$ cat src/rtl/controlador_multiplicacao_if.sv
// Handshake and core-facing signal bundle for the multiplier sequencer.
// The slave modport is the sequencer's view; master is the surrounding logic
// (operand source, result sink and the multiplier core).
interface controlador_multiplicacao_if #(
  parameter int unsigned WIDTH = 8
);
  // Operand channel
  logic             in_valid;
  logic             in_ready;
  logic [WIDTH-1:0] in_a;
  logic [WIDTH-1:0] in_b;

  // Multiplier core side
  logic [WIDTH-1:0] mult_a;
  logic [WIDTH-1:0] mult_b;
  logic             mult_clear;
  logic             mult_start;
  logic [WIDTH-1:0] mult_produto;
  logic             mult_overflow;
  logic             mult_done;

  // Result channel
  logic             out_valid;
  logic             out_ready;
  logic [WIDTH-1:0] out_produto;
  logic             out_overflow;
  logic             out_error;

  modport slave (
    input  in_valid, in_a, in_b,
    output in_ready,
    output mult_a, mult_b, mult_clear, mult_start,
    input  mult_produto, mult_overflow, mult_done,
    output out_valid, out_produto, out_overflow, out_error,
    input  out_ready
  );

  modport master (
    output in_valid, in_a, in_b,
    input  in_ready,
    input  mult_a, mult_b, mult_clear, mult_start,
    output mult_produto, mult_overflow, mult_done,
    input  out_valid, out_produto, out_overflow, out_error,
    output out_ready
  );
endinterface

$ cat src/rtl/controlador_multiplicacao.sv
// Sequencer in front of the 8-bit shift-add multiplier core: accepts one operand
// pair, loads and runs the core, captures its result and hands it downstream.
// Zero operands skip the core entirely; a watchdog turns a hung core into an
// error result.
module controlador_multiplicacao #(
  parameter int unsigned WIDTH   = 8,
  parameter int unsigned TIMEOUT = 16
) (
  input logic                         clk,
  input logic                         rst,
  controlador_multiplicacao_if.slave  bus
);

  typedef enum logic [1:0] {
    StIdle,
    StLoad,
    StRun,
    StHold
  } state_e;

  localparam logic [7:0] TimeoutVal = 8'(TIMEOUT);

  state_e           state_q, state_d;
  logic [7:0]       cnt_q, cnt_d;
  logic [WIDTH-1:0] a_q, a_d;
  logic [WIDTH-1:0] b_q, b_d;
  logic [WIDTH-1:0] prod_q, prod_d;
  logic             ovf_q, ovf_d;
  logic             err_q, err_d;
  logic [7:0]       cnt_inc;

  assign cnt_inc = cnt_q + 8'd1;

  // State, operand, watchdog and result registers
  always_ff @(posedge clk or posedge rst) begin
    if (rst) begin
      state_q <= StIdle;
      cnt_q   <= '0;
      a_q     <= '0;
      b_q     <= '0;
      prod_q  <= '0;
      ovf_q   <= 1'b0;
      err_q   <= 1'b0;
    end else begin
      state_q <= state_d;
      cnt_q   <= cnt_d;
      a_q     <= a_d;
      b_q     <= b_d;
      prod_q  <= prod_d;
      ovf_q   <= ovf_d;
      err_q   <= err_d;
    end
  end

  // Next-state, operand capture, watchdog and result capture
  always_comb begin
    state_d = state_q;
    cnt_d   = cnt_q;
    a_d     = a_q;
    b_d     = b_q;
    prod_d  = prod_q;
    ovf_d   = ovf_q;
    err_d   = err_q;

    unique case (state_q)
      StIdle: begin
        if (bus.in_valid) begin
          a_d    = bus.in_a;
          b_d    = bus.in_b;
          // Clear the result now so the zero path hands out a clean 0
          prod_d = '0;
          ovf_d  = 1'b0;
          err_d  = 1'b0;
          if ((bus.in_a == '0) || (bus.in_b == '0)) begin
            state_d = StHold;
          end else begin
            state_d = StLoad;
          end
        end
      end
      StLoad: begin
        cnt_d   = '0;
        state_d = StRun;
      end
      StRun: begin
        // done is checked before the watchdog so a last-cycle done is not an error
        if (bus.mult_done) begin
          prod_d  = bus.mult_produto;
          ovf_d   = bus.mult_overflow;
          err_d   = 1'b0;
          state_d = StHold;
        end else begin
          cnt_d = cnt_inc;
          if (cnt_inc == TimeoutVal) begin
            prod_d  = '0;
            ovf_d   = 1'b0;
            err_d   = 1'b1;
            state_d = StHold;
          end
        end
      end
      StHold: begin
        if (bus.out_ready) begin
          state_d = StIdle;
        end
      end
      default: state_d = StIdle;
    endcase
  end

  // Moore outputs decoded from the state register
  assign bus.in_ready     = (state_q == StIdle);
  assign bus.mult_clear   = (state_q == StLoad);
  assign bus.mult_start   = (state_q == StRun);
  assign bus.out_valid    = (state_q == StHold);
  assign bus.mult_a       = a_q;
  assign bus.mult_b       = b_q;
  assign bus.out_produto  = prod_q;
  assign bus.out_overflow = ovf_q;
  assign bus.out_error    = err_q;

endmodule

$ cat src/flat_wrapper.sv
// flat-port wrapper written by rule: the top's interface ports become plain ports
module controlador_multiplicacao_flat 
#(
  parameter int unsigned WIDTH   = 8,
  parameter int unsigned TIMEOUT = 16
)
  (clk, rst, bus_in_valid, bus_in_a, bus_in_b, bus_in_ready, bus_mult_a, bus_mult_b, bus_mult_clear, bus_mult_start, bus_mult_produto, bus_mult_overflow, bus_mult_done, bus_out_valid, bus_out_produto, bus_out_overflow, bus_out_error, bus_out_ready);
  controlador_multiplicacao_if #(.WIDTH(WIDTH)) bus_i ();
  input logic clk;
  input logic rst;
  input wire logic [$bits(bus_i.in_valid)-1:0] bus_in_valid;
  input wire logic [$bits(bus_i.in_a)-1:0] bus_in_a;
  input wire logic [$bits(bus_i.in_b)-1:0] bus_in_b;
  output wire logic [$bits(bus_i.in_ready)-1:0] bus_in_ready;
  output wire logic [$bits(bus_i.mult_a)-1:0] bus_mult_a;
  output wire logic [$bits(bus_i.mult_b)-1:0] bus_mult_b;
  output wire logic [$bits(bus_i.mult_clear)-1:0] bus_mult_clear;
  output wire logic [$bits(bus_i.mult_start)-1:0] bus_mult_start;
  input wire logic [$bits(bus_i.mult_produto)-1:0] bus_mult_produto;
  input wire logic [$bits(bus_i.mult_overflow)-1:0] bus_mult_overflow;
  input wire logic [$bits(bus_i.mult_done)-1:0] bus_mult_done;
  output wire logic [$bits(bus_i.out_valid)-1:0] bus_out_valid;
  output wire logic [$bits(bus_i.out_produto)-1:0] bus_out_produto;
  output wire logic [$bits(bus_i.out_overflow)-1:0] bus_out_overflow;
  output wire logic [$bits(bus_i.out_error)-1:0] bus_out_error;
  input wire logic [$bits(bus_i.out_ready)-1:0] bus_out_ready;
  assign bus_i.in_valid = bus_in_valid;
  assign bus_i.in_a = bus_in_a;
  assign bus_i.in_b = bus_in_b;
  assign bus_in_ready = bus_i.in_ready;
  assign bus_mult_a = bus_i.mult_a;
  assign bus_mult_b = bus_i.mult_b;
  assign bus_mult_clear = bus_i.mult_clear;
  assign bus_mult_start = bus_i.mult_start;
  assign bus_i.mult_produto = bus_mult_produto;
  assign bus_i.mult_overflow = bus_mult_overflow;
  assign bus_i.mult_done = bus_mult_done;
  assign bus_out_valid = bus_i.out_valid;
  assign bus_out_produto = bus_i.out_produto;
  assign bus_out_overflow = bus_i.out_overflow;
  assign bus_out_error = bus_i.out_error;
  assign bus_i.out_ready = bus_out_ready;
  controlador_multiplicacao #(.WIDTH(WIDTH), .TIMEOUT(TIMEOUT)) u_core (.clk(clk), .rst(rst), .bus(bus_i));
endmodule
$ cat config.mk
export PLATFORM = sky130hd
export DESIGN_NAME = controlador_multiplicacao_flat
export DESIGN_NICKNAME = d
export VERILOG_FILES = /design/src/rtl/controlador_multiplicacao_if.sv /design/src/rtl/controlador_multiplicacao.sv /design/src/flat_wrapper.sv
export SDC_FILE = /design/constraint.sdc
export NUM_CORES = 1
export LEC_CHECK = 0
export BUFFER_PORTS_ARGS = -buffer_cell sky130_fd_sc_hd__buf_4
export CAP_MARGIN = 20
export CORE_MARGIN = 2
export CORE_UTILIZATION = 45
export DETAILED_ROUTE_END_ITERATION = 8
export GPL_ROUTABILITY_DRIVEN = 0
export GPL_TIMING_DRIVEN = 0
export PLACE_DENSITY_LB_ADDON = 0.12
export SYNTH_ARGS = -nofsm -noshare
export SYNTH_HDL_FRONTEND = slang
export SYNTH_SLANG_ARGS = --single-unit
$ cat constraint.sdc
create_clock -name clk -period 2.7 [get_ports clk]
set_input_delay 0.27 -clock clk [delete_from_list [all_inputs] [get_ports clk]]
set_output_delay 0.27 -clock clk [all_outputs]
set_load 0.1 [all_outputs]
# ---- After elaboration in Yosys (flattened, before gate mapping)
# Cells that the tools add are included.
dict set report totals {
  register_bits 36
  latch_bits 0
  ramBits 0
  mem_bits_ro 0
  inputBits 30
  out_inout_bits 30
  wordCells 45
  memories 0
}
dict set report classes {
  n_addsub 1
  mul 0
  n_div 0
  magnitude_cmp 0
  n_eq_ne 8
  n_shift 0
  mux 19
  bitwise 0
  n_reduce_logical 10
}
# cell count
set op_table {}
lappend op_table {{2-to-1 mux 8 bit} 4}
lappend op_table {{one-hot mux 8 bit (2 select lines)} 2}
lappend op_table {{zero test 8 bit} 2}
lappend op_table {{2-to-1 mux 2 bit} 5}
lappend op_table {{adder 8 x 1 -> 8 bit, second input constant} 1}
lappend op_table {{== test 8 x 5 -> 1 bit, second input constant} 1}
lappend op_table {{one-hot mux 2 bit (4 select lines)} 1}
lappend op_table {{AND reduction 3 bit} 2}
lappend op_table {{2-to-1 mux 1 bit} 5}
lappend op_table {{== test 2 bit, second input constant} 2}
lappend op_table {{!= test 2 bit, second input constant} 2}
lappend op_table {{one-hot mux 1 bit (2 select lines)} 2}
lappend op_table {{AND reduction 2 bit} 2}
lappend op_table {{nonzero test 2 bit} 2}
lappend op_table {{!= test 3 x 1 -> 1 bit, second input constant} 1}
lappend op_table {{== test 2 x 1 -> 1 bit, second input constant} 1}
lappend op_table {{zero test 2 bit} 1}
lappend op_table {{!= test 2 x 1 -> 1 bit, second input constant} 1}
lappend op_table {{logical OR 1 bit} 1}

# ---- Logic depth before layout (Yosys ltp)
# Gate-level depths: netlist of the first run.
dict set report depth {
  word_depth 5
  depth_mapped 8
  ltp_nobuf 7
}

# ---- Worst setup path after synthesis of the first run
# OpenSTA, ideal clock, no wires.
dict set report synth_timing {
  path_type {register -> register}
  from {register u_core.state_q[0]}
  to {register u_core.a_q[2] (netlist: u_core.bus.mult_a[2])}
  setup_ps 128
  arrival_time_ps 2229
  required_ps 2572
  path_slack_ps 343
  stages_incl_launch_ff 6
  n_path_buf 1
  period_less_slack_ps 2357
  cell_sequence {dfrtp_1 inv_1 ha_1 nand2_2 buf_2 mux2_1}
}
dict set report synth_between {
  elab_chain_len 2
}
# element line
set synth_rtl {}
lappend synth_rtl {{start, declared} controlador_multiplicacao.sv:23} ;# state_e state_q, state_d;
lappend synth_rtl {{start signal, assigned} controlador_multiplicacao.sv:37} ;# state_q <= StIdle;
lappend synth_rtl {{start signal, assigned} controlador_multiplicacao.sv:45} ;# state_q <= state_d;
lappend synth_rtl {{zero test 2 bit} --}
lappend synth_rtl {{via bus_in_ready} flat_wrapper.sv:14} ;# output wire logic [$bits(bus_i.in_ready)-1:0] bus_in_ready;
lappend synth_rtl {{AND reduction 2 bit (no source line)} --}
lappend synth_rtl {{end signal, assigned} controlador_multiplicacao.sv:39} ;# a_q <= '0;
lappend synth_rtl {{end signal, assigned} controlador_multiplicacao.sv:47} ;# a_q <= a_d;
lappend synth_rtl {{end, declared} controlador_multiplicacao.sv:25} ;# logic [WIDTH-1:0] a_q, a_d;
# The timed path passes the listed nets, and every way through them passes these cells.
# A chain may end at the register's enable or synchronous reset.

# ---- Final worst setup path of the first run
dict set report layout_timing {
  from {register u_core.state_q[0]}
  to {output bus_in_ready}
}
dict set report layout_between {
  elab_chain_len 1
}
# element line
set layout_rtl {}
lappend layout_rtl {{zero test 2 bit} controlador_multiplicacao.sv:112} ;# assign bus.in_ready = (state_q == StIdle);
lappend layout_rtl {{end, declared} flat_wrapper.sv:14}
# Every way passes these cells.

==> flow_summary_export.csv, run 1 <==
group,metric,value,unit
timing,tightest_slew,626,ps
timing,slew_viol_final,0,
critical_path,cp-startpoint,"u_core.state_q[0]",
finish,regArea,901,um^2
synthesis,synth_top_area_share,54.8,%
clock_tree,post_cts_resized,0,
drt,drt_wl_total,3460,um
critical_path,cp_max_fo,8,
timing,maxSlewHeadroom,58.2,%
timing,rsz0062_at_grt,"no",
placement,placed_area,2170,um^2
finish,fin_area,2220,um^2
finish,fin_cells,251,
finish,nets,240,
finish,antenna_cells,0,
die,initial_core_util,48.2,%
die,die_area,4160,um^2
drt,wl_met3,244,um
global_routing,grt_pass1_wl,5940,um
critical_path,crit_required,2430,ps
placement,numPortBuffers,59,
synthesis,synth_area,1650,um^2
placement,place_inst,244,
synthesis,synth_area_per_cell,11.9,um^2
clock_tree,cts_num_sinks,36,
global_routing,grt_usage,18.8,%
drt,wl_per_cell,13.8,um
timing,min_period,1780,ps
drt,route.detailed.drc,0,
finish,multi_input_area,713,um^2
critical_path,cp.arrival,1510,ps
die,num_rows,21,
clock_tree,clock_latency,330,ps
synthesis,syn_nets,173,
placement,place_hpwl,2700,um
global_routing,grt_overflow_total,0,
drt,avgViaCountPerCell,5.33,
drt,wl_met2,1700,um
critical_path,crit_type,"register to output port",
timing,period_share,65.9,%
die,core-area,3420,um^2
timing,finalSetupViolations,0,
clock_tree,cts_hold_buf,0,
drt,drt_iter0_drc,71,
outcome,outcome,"finished, final reports clean",
synthesis,yosys_warnings,0,
finish,areaGrowthSynthToFinish,34.9,%
critical_path,start_kind,"register",
drt,antenna_left,0,
global_routing,grt_start_max_net_pins,23,
die,die_w,64.5,um
clock_tree,post_cts_buffers,0,
synthesis,ys_ff_latch,36,
drt,m1WireLength,1470,um
synthesis,synth.distinct_cells,33,
clock_tree,htree_num_levels,2,
clock_tree,cts_made_buffers,5,
drt,dr.pass1.iters,4,
timing,whs,11.4,ps
global_routing,grt_pass1_vias,1345,
die,die_y,64.5,um
drt,dr.max_layer_used,"met4",
finish,drive_gt1_share,37.6,%
drt,num_vias,1338,
timing,hold_viol_final,0,
synthesis,synth_area_leaders,"dfrtp_1 55%, mux2_1 11%, a22o_1 5.9%, o21ai_1 4.0%, ha_1 3.8%",
clock_tree,clkSlewWorstSetupHoldPaths,100,ps
clock_tree,cts_buffer_depth,2,
clock_tree,cts_tree,"done",
timing,fin_tns_setup,0,ps
clock_tree,root_buffer,"clkbuf_4",
timing,final.setup_skew,9.37,ps
finish,fill_cells,298,
synthesis,netlist_instances,138,
synthesis,yosysTopAreaCell,"dfrtp_1",
global_routing,antenna_found_initial,0,
critical_path,cp-end-kind,"output port",
die,ios,60,
critical_path,r2r-start,"u_core.state_q[0]",
timing,fmax,562,MHz
min_path,min_path_type,"input port to async pin",
synthesis,seq_area_frac_synth,54.8,%
flow_run,max-cap-violations,0,
-- cell families (layout without fill, tap and decap cells) --
| kind of cell | Yosys count | after routing | synth area share (%) |
|---|---|---|---|
| AO/OA/AOI/OAI | 38 | 38 | 16.0 |
| adder cells (fa/ha/maj) | 5 | 5 | 3.80 |
| multiplexers | 16 | 16 | 11.0 |
| flip-flops | 36 | 36 | 54.8 |
| AND/OR/NAND/NOR | 36 | 36 | 12.5 |
| buffers and inverters | 7 | 74 | 1.90 |
-- synthesized netlist by cell type (all sizes together) --
cell type and count:
o21ai 14, a22oi 1, clkbuf 1, and4b 1, nand2 10, buf 2
a21o 1, nor3 2, a32o 1, a21oi 7, nor4 4, a22o 11
inv 4, nor2b 2, dfrtp 36, and3 3, nand3 2, nand4 2
nor2 8, a31oi 2, ha 5, nand2b 2, mux2 16, o22ai 1
-- through the flow --
stage | utilization (%) | setup WS, ps
floorplan | - | 343
global placement | 62.8 | 1010
detailed placement | 63.6 | 949
CTS | 65.0 | 896
global route | 65.0 | 798
finish | 65.0 | 922
-- path summary, 6_finish.rpt --
| check | end | slack, ps | depth (start not counted) |
|---|---|---|---|
| worst max-delay path | bus_in_ready | 920 | 3 |
| worst min-delay path | u_core.bus.out_produto[0] | 10 | 2 |
| worst max register to register | u_core.bus.mult_a[2] | 960 | 5 |
| worst min register to register | u_core.bus.mult_a[4] | 510 | 1 |
| max in group asynchronous | u_core.cnt_q[4] | 2160 | 3 |
| min in group clk | u_core.bus.mult_b[0] | 150 | 2 |
-- area by class of cell --
class,count,area share [%]
multi-input combinational,95,32.1
clock buffer,6,1.86
clock inverter,1,0.225
buffer,3,0.733
timing repair buffer,60,21.2
sequential,36,40.6
tap,46,2.59
inverter,4,0.676
-- critical path, stage by stage, from the launching register on --
cell and delay (ps):
dfrtp_1 420, inv_1 110, ha_1 300, buf_4 340
-- state kept, by name, indices dropped and copies added, names as in the netlist --
register,cells
u_core.bus.out_error,1
u_core.bus.mult_a,8
u_core.bus.out_overflow,1
u_core.bus.mult_b,8
u_core.state_q,2
u_core.cnt_q,8
u_core.bus.out_produto,8
-- placed cells by master (no fill, tap or decap), types with 2 or more instances in the layout --
cell type / synthesis / layout
nand2_1: 8 / 8
buf_4: 1 / 60
a21oi_1: 5 / 5
ha_1: 5 / 5
nor4_1: 4 / 4
nor2b_1: 2 / 2
nor2_1: 7 / 7
clkbuf_4: 0 / 5
inv_1: 3 / 3
o21ai_1: 13 / 13
a22o_1: 11 / 11
a21oi_2: 2 / 2
nand4_1: 2 / 2
mux2_1: 16 / 16
dfrtp_1: 36 / 36
clkbuf_1: 1 / 2
nand2b_1: 2 / 2
a31oi_1: 2 / 2
and3_1: 3 / 3
-- layer usage --
layer | up-vias | global-route usage, %
met5 | - | 0
li1 | 643 | -
met3 | 4 | 4.69
met2 | 43 | 32.3
met4 | 0 | 7.18
met1 | 648 | 22.7
Power of run 1 is not shown: default switching activity piles up to over one toggle a cycle in this logic, so the estimate is an artifact.
==> inputs of run 2 (changes only) <==
==> constraint.sdc (replaced) <==
create_clock -name clk -period 1.7 [get_ports clk]
set_input_delay 0.17 -clock clk [delete_from_list [all_inputs] [get_ports clk]]
set_output_delay 0.17 -clock clk [all_outputs]
set_load 0.1 [all_outputs]
==> run 2 against run 1 <==
Compared with the run above: clock-buffer cell count up 2; global-route usage up 1.9 points; highest routed layer unchanged; first-iteration DRC count down 27%; cell count up 0.80%; register-to-register slack worse by 840 ps; die area unchanged; design area up 3.3%; core utilization up 2.1 points; critical path depth unchanged; via count up 1.7%.
==> flow_summary_export.csv, run 2 (synthesis results as in run 1) <==
group,metric,value,unit
global_routing,grt_pass1_wl,6530,um
timing,min_period,1610,ps
die,num_rows,21,
critical_path,cp-end-kind,"output port",
drt,antenna_left,0,
min_path,min_path_type,"input port to register",
clock_tree,cts_buffer_depth,2,
critical_path,r2r-start,"u_core.state_q[1]",
timing,hold_viol_final,0,
drt,dr.pass1.iters,4,
die,die_y,64.5,um
clock_tree,clkSlewWorstSetupHoldPaths,100,ps
timing,maxSlewHeadroom,61.9,%
critical_path,crit_type,"register to output port",
drt,num_vias,1361,
die,core-area,3420,um^2
clock_tree,cts_num_sinks,36,
critical_path,start_kind,"register",
critical_path,cp-startpoint,"u_core.state_q[1]",
finish,nets,241,
flow_run,max-cap-violations,0,
critical_path,r2r_end,"u_core.bus.mult_b[4]",
critical_path,r2r_slack,120,ps
critical_path,cp_max_fo,8,
placement,place_hpwl,2870,um
finish,final_common_cell,"buf_4",
finish,fill_cells,277,
finish,antenna_cells,0,
drt,drt_wl_total,3700,um
outcome,outcome,"finished, final reports clean",
critical_path,critPathCapture,"bus_in_ready",
global_routing,grt_overflow_total,0,
clock_tree,cts_tree,"done",
finish,multi_input_area,753,um^2
finish,drive_gt1_share,41.1,%
timing,whs,42.7,ps
global_routing,grt_start_max_net_pins,25,
timing,slew_viol_final,0,
timing,period_share,94.9,%
finish,regArea,902,um^2
clock_tree,htree_num_levels,2,
critical_path,reg2regPathDepth,5,
timing,final.setup_skew,11.6,ps
drt,route.detailed.drc,0,
placement,numPortBuffers,59,
timing,fmax,620,MHz
clock_tree,root_buffer,"clkbuf_4",
finish,mostFrequentLayoutCells,"59 x buf_4, 35 x dfrtp_1, 16 x mux2_1",
timing,finalSetupViolations,0,
timing,tightest_slew,571,ps
clock_tree,clock_latency,350,ps
die,initial_core_util,48.2,%
global_routing,antenna_found_initial,0,
drt,wl_per_cell,14.6,um
drt,drt_iter0_drc,52,
critical_path,cp.arrival,1440,ps
finish,final_util,67.1,%
finish,areaGrowthSynthToFinish,39.3,%
timing,rsz0062_at_grt,"no",
drt,avgViaCountPerCell,5.38,
die,die_w,64.5,um
global_routing,grt_usage,20.6,%
clock_tree,cts_made_buffers,5,
critical_path,crit_required,1530,ps
global_routing,grt_pass1_vias,1435,
die,ios,60,
die,die_area,4160,um^2
[run 2: changes by cell type in the layout (fill, tap and decap cells not counted), sizes merged]
cell         before  now
clkinv            1    0
dlygate4sd3       0    1
buf              62   61
clkbuf            7   10
[run 2: area by class of cell]
class / count / area share, %
plain buffers: 3 / 0.819
clock buffers: 8 / 2.57
inverters: 4 / 0.764
repair buffers: 61 / 21.1
multi-input cells: 95 / 32.9
well taps: 46 / 2.51
flip-flops and latches: 36 / 39.4
[run 2: metal layers]
layer  vias to the layer above  share of wire [%]  GRT usage [%]
li1                        645                  -              -
met1                       659                 43           25.5
met2                        50                 48           34.0
met3                         7                7.9           7.29
met4                         0                1.1           6.38
met5                         -                  0              0
[run 2: worst max-delay path: stages (launching register included)]
cell and delay, ps:
dfrtp_2 460, inv_1 140, ha_4 200, buf_4 300
[run 2: per-stage QoR]
step,cell area [um^2],setup slack (ps),std cells,TNS [ps]
floorplan,1680,2.68,138,0
finish,2290,86.3,253,0
CTS,2280,32.4,253,0
detailed placement,2210,-11.3,244,-43.8
global placement,2180,62.8,243,0
global route,2290,1.80,253,0
[run 2: worst min-delay path by stage]
stage,slack (ps),end,cells past startpoint,from
CTS,30,u_core.bus.out_produto[5],2,bus_mult_produto[5]
finish,40,u_core.bus.out_produto[6],2,bus_mult_produto[6]
global route,20,u_core.bus.out_produto[6],2,bus_mult_produto[6]
floorplan,300,u_core.bus.mult_a[2],1,bus_in_a[2]
detailed placement,270,u_core.bus.mult_a[5],2,rst
global placement,390,u_core.bus.out_produto[0],2,bus_mult_produto[0]
[run 2: timing repair]
action | in CTS | in global routing
resized for setup | 1 | 4
hold buffers | 1 | 0
setup buffers | 0 | 0
cloned | 0 | 0
hold endpoints to repair | 12 | 0
setup endpoints to repair | 9 | 21
Power of run 2 is left out for the same reason.
==> inputs of run 3 (changes only) <==
--- a/config.mk
+++ b/config.mk
@@ -13,6 +13,7 @@
 export GPL_ROUTABILITY_DRIVEN = 0
 export GPL_TIMING_DRIVEN = 0
 export PLACE_DENSITY_LB_ADDON = 0.12
+export REMOVE_ABC_BUFFERS = 1
 export SYNTH_ARGS = -nofsm -noshare
 export SYNTH_HDL_FRONTEND = slang
 export SYNTH_SLANG_ARGS = --single-unit
==> run 3 against run 2 <==
Compared with the run above: register-to-register slack lost 30 ps; cell count grew 0.40%; design area decreased by 1.1%.
==> flow_summary_export.csv, run 3 (synthesis results as in run 1) <==
group,metric,value,unit
outcome,outcome,"finished, final reports clean",
finish,antenna_cells,0,
drt,route.detailed.drc,0,
drt,avgViaCountPerCell,5.40,
global_routing,grt_start_max_net_pins,23,
min_path,hold_depth,2,
drt,antenna_left,0,
timing,finalSetupViolations,0,
min_path,min_path_type,"input port to register",
timing,final.setup_skew,13.3,ps
finish,multi_input_area,732,um^2
global_routing,grt_overflow_total,0,
finish,drive_gt1_share,39.4,%
drt,wl_per_cell,14.1,um
critical_path,cp_max_fo,8,
clock_tree,clkSlewWorstSetupHoldPaths,110,ps
timing,slew_viol_final,0,
finish,regArea,901,um^2
min_path,holdPathEnd,"u_core.bus.out_produto[2]",
finish,nets,242,
timing,fmax,608,MHz
drt,drt_iter0_drc,65,
clock_tree,cts_tree,"done",
clock_tree,cts_made_buffers,5,
finish,mostFrequentLayoutCells,"62 x buf_4, 36 x dfrtp_1, 16 x mux2_1",
timing,hold_viol_final,0,
die,initial_core_util,48.2,%
critical_path,critPathBufInv,2,
die,core-area,3420,um^2
clock_tree,cts_buffer_depth,2,
critical_path,r2r_slack,90,ps
die,die_w,64.5,um
critical_path,crit_type,"register to output port",
die,die_area,4160,um^2
finish,final_util,66.4,%
timing,maxSlewHeadroom,55.8,%
critical_path,reg2regPathDepth,6,
placement,place_ws,-151,ps
min_path,hp-start,"bus_mult_produto[2]",
critical_path,start_kind,"register",
critical_path,crit_required,1530,ps
timing,tightest_slew,663,ps
finish,areaGrowthSynthToFinish,37.8,%
critical_path,cp-end-kind,"output port",
critical_path,r2r-start,"u_core.state_q[0]",
finish,fill_cells,285,
global_routing,grt_pass1_vias,1332,
drt,dr.pass1.iters,4,
drt,num_vias,1371,
critical_path,cp.arrival,1480,ps
clock_tree,clock_latency,350,ps
die,ios,60,
critical_path,r2r_end,"u_core.bus.out_produto[5]",
flow_run,max-cap-violations,0,
timing,fin_ws,54.2,ps
global_routing,antenna_found_initial,0,
clock_tree,cts_num_sinks,36,
drt,drt_wl_total,3580,um
clock_tree,root_buffer,"clkbuf_4",
finish,final_common_cell,"buf_4",
global_routing,grt_usage,19.0,%
critical_path,critPathSlowestCell,"dfrtp_1",
critical_path,path_cells,"inv_1 > ha_2 > buf_4",
timing,min_period,1650,ps
placement,place_hpwl,2720,um
critical_path,slowest_delay,410,ps
global_routing,grt_pass1_wl,6090,um
critical_path,crit_family,"buffers and inverters",
clock_tree,htree_num_levels,2,
timing,period_share,96.8,%
timing,rsz0062_at_grt,"yes",
placement,numPortBuffers,59,
die,die_y,64.5,um
die,num_rows,21,
[run 3: area by class of cell]
type                            instances  area share (%)
Sequential cell                        36            39.7
Multi-Input combinational cell         96            32.3
Timing Repair Buffer                   64            22.2
Clock buffer                            8            2.59
Tap cell                               46            2.54
Inverter                                4           0.662
[run 3: worst max path at each step]
stage	endpoint	from	depth (start not counted)
floorplan	u_core.bus.out_overflow	u_core.state_q[0]	6
global placement	u_core.bus.out_overflow	u_core.state_q[0]	6
detailed placement	u_core.bus.out_produto[3]	u_core.state_q[0]	6
CTS	u_core.cnt_q[5]	u_core.state_q[0]	7
global route	u_core.bus.out_produto[3]	u_core.state_q[0]	6
finish	bus_in_ready	u_core.state_q[0]	3
[run 3: repair_timing]
action | 4_1_cts | 5_1_grt
hold endpoints to repair | 14 | 0
hold buffers | 1 | 0
gates resized for setup | 3 | 1
endpoints found under the setup margin | 10 | 19
cloned | 0 | 1
setup buffers | 0 | 3
pin swaps | 0 | 1
[run 3: layer usage]
metal	vias to the layer above	part of all wire, %	global-route usage (%)
met4	0	1.3	5.59
met1	667	42	23.9
met2	53	50	31.9
met3	5	7.1	5.56
met5	-	0	0
li1	646	-	-
[run 3: through the flow]
step	hold slack (ps)	area [um^2]	setup TNS, ps	std cells
floorplan	302	1630	-23150	135
global placement	394	2130	-588	240
detailed placement	308	2160	-1230	241
CTS	38.1	2240	0	250
global route	22.2	2270	-76.8	254
finish	39.4	2270	0	254
Power of run 3 is left out for the same reason.
